`src/rtl/div_pkg.sv`:
```
// div_pkg: shared definitions for the multi-cycle divider.
//   DIV_WIDTH   - default operand/result width
//   div_state_t - divider control states
package div_pkg;

    localparam int DIV_WIDTH = 32;

    typedef enum logic [1:0] {
        IDLE = 2'd0,
        CALC = 2'd1,
        DONE = 2'd2,
        HOLD = 2'd3
    } div_state_t;

endpackage

```
`src/rtl/div_step.sv`:
```
// div_step: one combinational restoring-division iteration.
//   rem_i / quo_i : current partial remainder / quotient
//   div_i         : divisor magnitude
//   rem_o / quo_o : values after shifting {rem,quo} left and a trial subtract
module div_step
    import div_pkg::*;
#(
    parameter int WIDTH = DIV_WIDTH
) (
    input  logic [WIDTH-1:0] rem_i,
    input  logic [WIDTH-1:0] quo_i,
    input  logic [WIDTH-1:0] div_i,
    output logic [WIDTH-1:0] rem_o,
    output logic [WIDTH-1:0] quo_o
);

    // One extra bit: with an unsigned divisor near 2^WIDTH the shifted
    // remainder can exceed WIDTH bits before the subtract.
    logic [WIDTH:0] rem_sh;

    always_comb begin
        rem_sh = {rem_i, quo_i[WIDTH-1]};
        if (rem_sh >= {1'b0, div_i}) begin
            // Result is below the divisor, so WIDTH-bit modular math is exact.
            rem_o = rem_sh[WIDTH-1:0] - div_i;
            quo_o = {quo_i[WIDTH-2:0], 1'b1};
        end else begin
            rem_o = rem_sh[WIDTH-1:0];
            quo_o = {quo_i[WIDTH-2:0], 1'b0};
        end
    end

endmodule

```
`src/rtl/div_unit.sv`:
```
// div_unit: multi-cycle signed divider (MIPS DIV), quotient -> LO, remainder -> HI.
//   clk, reset (async, active low)
//   DivCtrl      : level start request, held until DivOut/divZero is seen
//   A, B         : dividend / divisor, latched on the accepting edge
//   DivOut       : one-cycle done pulse, HIOut/LOOut valid from that cycle
//   divZero      : one-cycle divide-by-zero pulse (HI/LO left untouched)
//   HIOut, LOOut : remainder / quotient
// Optional build macro DIV_UNSIGNED_EN adds input DivUnsigned (DIVU semantics).
module div_unit
    import div_pkg::*;
#(
    parameter int WIDTH = DIV_WIDTH
) (
    input  logic             clk,
    input  logic             reset,
    input  logic             DivCtrl,
`ifdef DIV_UNSIGNED_EN
    input  logic             DivUnsigned,
`endif
    input  logic [WIDTH-1:0] A,
    input  logic [WIDTH-1:0] B,
    output logic             DivOut,
    output logic             divZero,
    output logic [WIDTH-1:0] HIOut,
    output logic [WIDTH-1:0] LOOut
);

    localparam int CNT_W = $clog2(WIDTH) + 1;
    localparam logic [CNT_W-1:0] CNT_ONE  = CNT_W'(1);
    localparam logic [CNT_W-1:0] CNT_LAST = CNT_W'(WIDTH);

    div_state_t       state_q, state_d;
    logic [CNT_W-1:0] cnt_q, cnt_d;
    logic [WIDTH-1:0] rem_q, rem_d, quo_q, quo_d, div_q, div_d;
    logic [WIDTH-1:0] hi_q, hi_d, lo_q, lo_d;
    logic             sa_q, sa_d, sb_q, sb_d;
    logic             dout_q, dout_d, dz_q, dz_d;
    logic [WIDTH-1:0] rem_nx, quo_nx;
    logic             uns, a_neg, b_neg;

`ifdef DIV_UNSIGNED_EN
    assign uns = DivUnsigned;
`else
    assign uns = 1'b0;
`endif

    // Unsigned mode clears the sign flags, which disables both abs and sign fix.
    assign a_neg = A[WIDTH-1] & ~uns;
    assign b_neg = B[WIDTH-1] & ~uns;

    div_step #(.WIDTH(WIDTH)) u_step (
        .rem_i (rem_q),
        .quo_i (quo_q),
        .div_i (div_q),
        .rem_o (rem_nx),
        .quo_o (quo_nx)
    );

    always_comb begin
        state_d = state_q;
        cnt_d   = cnt_q;
        rem_d   = rem_q;
        quo_d   = quo_q;
        div_d   = div_q;
        sa_d    = sa_q;
        sb_d    = sb_q;
        hi_d    = hi_q;
        lo_d    = lo_q;
        dout_d  = 1'b0;
        dz_d    = 1'b0;
        unique case (state_q)
            IDLE: begin
                if (DivCtrl) begin
                    if (B == '0) begin
                        dz_d    = 1'b1;
                        state_d = HOLD;
                    end else begin
                        sa_d    = a_neg;
                        sb_d    = b_neg;
                        // quo holds the dividend magnitude; it shifts out into rem.
                        quo_d   = a_neg ? (0 - A) : A;
                        div_d   = b_neg ? (0 - B) : B;
                        rem_d   = '0;
                        cnt_d   = '0;
                        state_d = CALC;
                    end
                end
            end
            CALC: begin
                if (cnt_q == CNT_LAST) begin
                    // All steps done: sign fix and write-back on this edge.
                    lo_d    = (sa_q ^ sb_q) ? (0 - quo_q) : quo_q;
                    hi_d    = sa_q ? (0 - rem_q) : rem_q;
                    dout_d  = 1'b1;
                    state_d = DONE;
                end else begin
                    rem_d = rem_nx;
                    quo_d = quo_nx;
                    cnt_d = cnt_q + CNT_ONE;
                end
            end
            DONE: state_d = DivCtrl ? HOLD : IDLE;
            HOLD: if (!DivCtrl) state_d = IDLE;
            default: state_d = IDLE;
        endcase
    end

    always_ff @(posedge clk or negedge reset) begin
        if (!reset) begin
            state_q <= IDLE;
            cnt_q   <= '0;
            rem_q   <= '0;
            quo_q   <= '0;
            div_q   <= '0;
            sa_q    <= 1'b0;
            sb_q    <= 1'b0;
            hi_q    <= '0;
            lo_q    <= '0;
            dout_q  <= 1'b0;
            dz_q    <= 1'b0;
        end else begin
            state_q <= state_d;
            cnt_q   <= cnt_d;
            rem_q   <= rem_d;
            quo_q   <= quo_d;
            div_q   <= div_d;
            sa_q    <= sa_d;
            sb_q    <= sb_d;
            hi_q    <= hi_d;
            lo_q    <= lo_d;
            dout_q  <= dout_d;
            dz_q    <= dz_d;
        end
    end

    assign DivOut  = dout_q;
    assign divZero = dz_q;
    assign HIOut   = hi_q;
    assign LOOut   = lo_q;

endmodule
```
`config.mk`:
```
export PLATFORM = sky130hd
export DESIGN_NAME = div_unit
export DESIGN_NICKNAME = d
export VERILOG_FILES = /design/src/rtl/div_pkg.sv /design/src/rtl/div_step.sv /design/src/rtl/div_unit.sv
export SDC_FILE = /design/constraint.sdc
export NUM_CORES = 1
export LEC_CHECK = 0
export CAP_MARGIN = 20
export CORE_ASPECT_RATIO = 1.5
export CORE_MARGIN = 2
export CORE_UTILIZATION = 44
export CTS_CLUSTER_DIAMETER = 30
export DETAILED_ROUTE_END_ITERATION = 7
export HOLD_SLACK_MARGIN = 0.15
export PLACE_DENSITY = 0.65
export SLEW_MARGIN = 20
export SYNTH_ARGS = -nofsm -noshare
export SYNTH_HDL_FRONTEND = slang
export SYNTH_SLANG_ARGS = --single-unit
```
`constraint.sdc`:
```
create_clock -name clk -period 3.8 [get_ports clk]
set_input_delay 0.76 -clock clk [delete_from_list [all_inputs] [get_ports clk]]
set_output_delay 0.76 -clock clk [all_outputs]
set_load 0.005 [all_outputs]
```
==> results_dict.tcl <==
set metrics [dict create \
    gp_congestion 0.912 \
    yosysMostFrequentCell "nand2_1" \
    yosysTopAreaCellShare 0.383 \
    clock-skew-final_ps 8.89 \
    crit_chain "clkdlybuf4s50_1, or4_1, nor3_1, buf_4, nand2_1, or2_1, or3_1, or4_1, o41ai_1, xor2_1, o21ai_0" \
    synth_cell_types 62 \
    hold_viol 0 \
    path_buf_inv 2 \
    placed_cells 1823 \
    drt_wl_total_um 29000 \
    slowest_stage "or4_1" \
    fin_tns_setup_ps 0 \
    drive_above_1_share 0.0912 \
    syn-num-nets 1462 \
    fin_cells 1852 \
    via_per_inst 5.38 \
    syn-instance-count 1356 \
    yosysSeqAreaShare 0.383 \
    syn_area_um2 11300 \
    post-dp-hpwl_um 22100 \
    path_common_cell "or4_1" \
    cap_violations 0 \
    rsz0062_at_grt "false" \
    cts_setup_buffers 0 \
    clkPwrFrac 0.137 \
    crit_path_max_fanout 3 \
    power_per_cell_area_nw_per_um2 938 \
    drv_slew 0 \
    synthArstFlopShare 1.00 \
    io_buffers 132 \
    internal_power_uw 7450 \
    track_usage 0.224 \
    grt_overflow 0 \
    ys_top_cells_by_count "nand2_1 (199), o21ai_0 (186), dfrtp_1 (172), a21oi_1 (105), nor2_1 (89)" \
    ant_nets 0 \
    die_h_um 200 \
    synth.largest_area_cell "dfrtp_1" \
    fin_area_um2 14000 \
    ctsHoldBuffers 0 \
    slew_headroom 0.575 \
    period_needed_ps 3580 \
    power_frac_seq 0.271 \
    fin_util 0.558 \
    grt_pass1_vias 9927 \
    dr.first_iter.drc_count 432 \
    synthFlopType "dfrtp_1" \
    synth_edf_count 0 \
    ctsLongestPathBuffers 2 \
    clkTransAtPathRegs_ps 60 \
    hp-class "in -> async" \
    critPathArrivalTime_ps 3890 \
    detail_route.wl_per_cell_um 15.7 \
    io_pins 133 \
    grt_max_degree 131 \
    cp-end-kind "flop" \
    comb_power_share 0.591 \
    grt_pass1_wl_um 48400 \
    cts_tree "built" \
    place_area_um2 13400 \
    critPathTopFamily "simple AND/OR/NAND/NOR gates" \
    cp_data_required_time_ps 4110 \
    outcome "complete, no violations" \
    top_layer_used "met4" \
    wl_met1_um 12200 \
    cts-root-buf "clkbuf_16" \
    dieWidth_um 135 \
    finalSetupViolations 0 \
    initial_utilization 0.448 \
    path_class "in -> reg" \
    dr_wl_met3_um 851 \
    die_area_um2 26900 \
    htree_levels 4 \
    drt_pass1_iterations 5 \
    synth_area_per_cell_um2 8.30 \
    yosys_warnings 0 \
    wl_met2_um 15100 \
    clk_latency_ps 430 \
    remaining_drc_errors 0 \
    ir_drop_mv 0.435 \
    slowest_delay_ps 610 \
    cts_sinks 172 \
    period_share 0.943 \
    fmax_ghz 0.279 \
    p_leak_uw 0.00608 \
    tightestPinTransition_ps 636 \
    swShare 0.434 \
    nets 1620 \
    ys_top_cells_by_area "dfrtp_1 (38%), o21ai_0 (8.3%), nand2_1 (6.6%)" \
    switchingPower_uw 5710 \
    antenna_found_initial 0 \
    core_um2 25100 \
    numCtsBuffers 17 \
    synth_seq_cells 172 \
    critPathLaunchType "input pin" \
    vias 9957 \
    n_antenna_cell 0 \
    layout-area-overhead-vs-synth_pct 24.7 \
    core.rowCount 71 \
]
[per-layer routing]
| metal | GRT usage | vias up |
|---|---|---|
| li1 | - | 5091 |
| met3 | 0.0318 | 43 |
| met2 | 0.416 | 190 |
| met4 | 0.0854 | 0 |
| met1 | 0.260 | 4633 |
| met5 | 0 | - |
[sequential cells by signal, summed over array words and instances, names as in the netlist]
signal and count:
state_q 2, quo_q 32, sb_q 1, HIOut 32, cnt_q 6, LOOut 32, div_q 32, DivOut 1
sa_q 1, rem_q 32, divZero 1
[cell type report]
cell class	count	area, um2
Timing Repair Buffer	215	2020
Tap cell	328	410
Sequential cell	172	4300
Fill cell	2329	11100
Clock buffer	21	450
Multi-Input combinational cell	1052	6490
Inverter	56	210
Clock inverter	8	144
[logic make-up (layout without fill, tap and decap cells)]
| logic type | count (synthesis) | count (layout) | share of synthesized area |
|---|---|---|---|
| compound gates | 431 | 431 | 0.229 |
| xor+xnor | 144 | 144 | 0.112 |
| fa+ha+maj | 39 | 39 | 0.0440 |
| buf+inv | 132 | 300 | 0.0447 |
| flops | 172 | 172 | 0.383 |
| mux | 18 | 18 | 0.0163 |
| simple gates | 420 | 420 | 0.172 |
[worst reg2reg max path, cell delays in order (launching register included)]
cell and delay, ps:
dfrtp_1 430, or3_1 380, or3_1 370, or4_1 460, or4_4 450, or4_4 490
o41a_1 440, xnor2_1 200, o21ai_1 80
[what timing repair did]
item                       in CTS  in global routing
resized for setup               0                  1
setup endpoints to repair       0                  1
hold endpoints to repair        0                  0
[through the flow]
stage / total power [uW] / hold WS, ps / worst slack [ps]
6_report: 13200 / 291 / 217
5_1_grt: 14400 / 329 / 20.3
4_1_cts: 13200 / 305 / 169
3_5_place_dp: 11400 / 469 / -281
3_3_place_gp: 11200 / 460 / -239
2_1_floorplan: 8880 / 443 / 432
[cell usage in the layout (no fill, tap or decap), types with 6 or more instances in the layout]
cell type	count
nand4_1	10
nand3_1	16
a21o_1	25
or4_1	23
nor3_1	16
nor2_1	88
o21ai_1	7
dfrtp_1	172
clkdlybuf4s50_1	131
or3_1	10
a31oi_1	7
ha_1	38
nor2b_1	6
xnor2_1	64
buf_12	6
o31ai_1	25
nand2_1	198
xor2_1	80
buf_4	77
a21oi_1	105
o21ai_0	186
clkbuf_16	17
nand2b_1	10
a32oi_1	6
nor4_1	10
o41ai_1	17
mux2i_1	15
inv_1	56
[power by group through the flow]
| stage | registers [uW] | clock network, uW | logic [uW] |
|---|---|---|---|
| after global placement | 3560 | 0 | 7660 |
| after detailed placement | 3590 | 0 | 7780 |
| after global routing | 3690 | 1930 | 8800 |
| after CTS | 3560 | 1840 | 7820 |
| after floorplan | 3380 | 0 | 5500 |
| final | 3570 | 1810 | 7780 |
[path summary, 6_finish.rpt]
check                             to  depth (start not counted)      start  slack, ps
max reg2reg                HIOut[27]                          8   rem_q[0]        350
min in group clk           LOOut[25]                          2  LOOut[25]        470
max                        div_q[29]                         11       B[2]        220
min reg2reg                LOOut[25]                          2  LOOut[25]        470
max in group asynchronous  rem_q[26]                          2      reset       2620
min                        LOOut[25]                          1      reset        290
(Power assumes the default switching activity.)
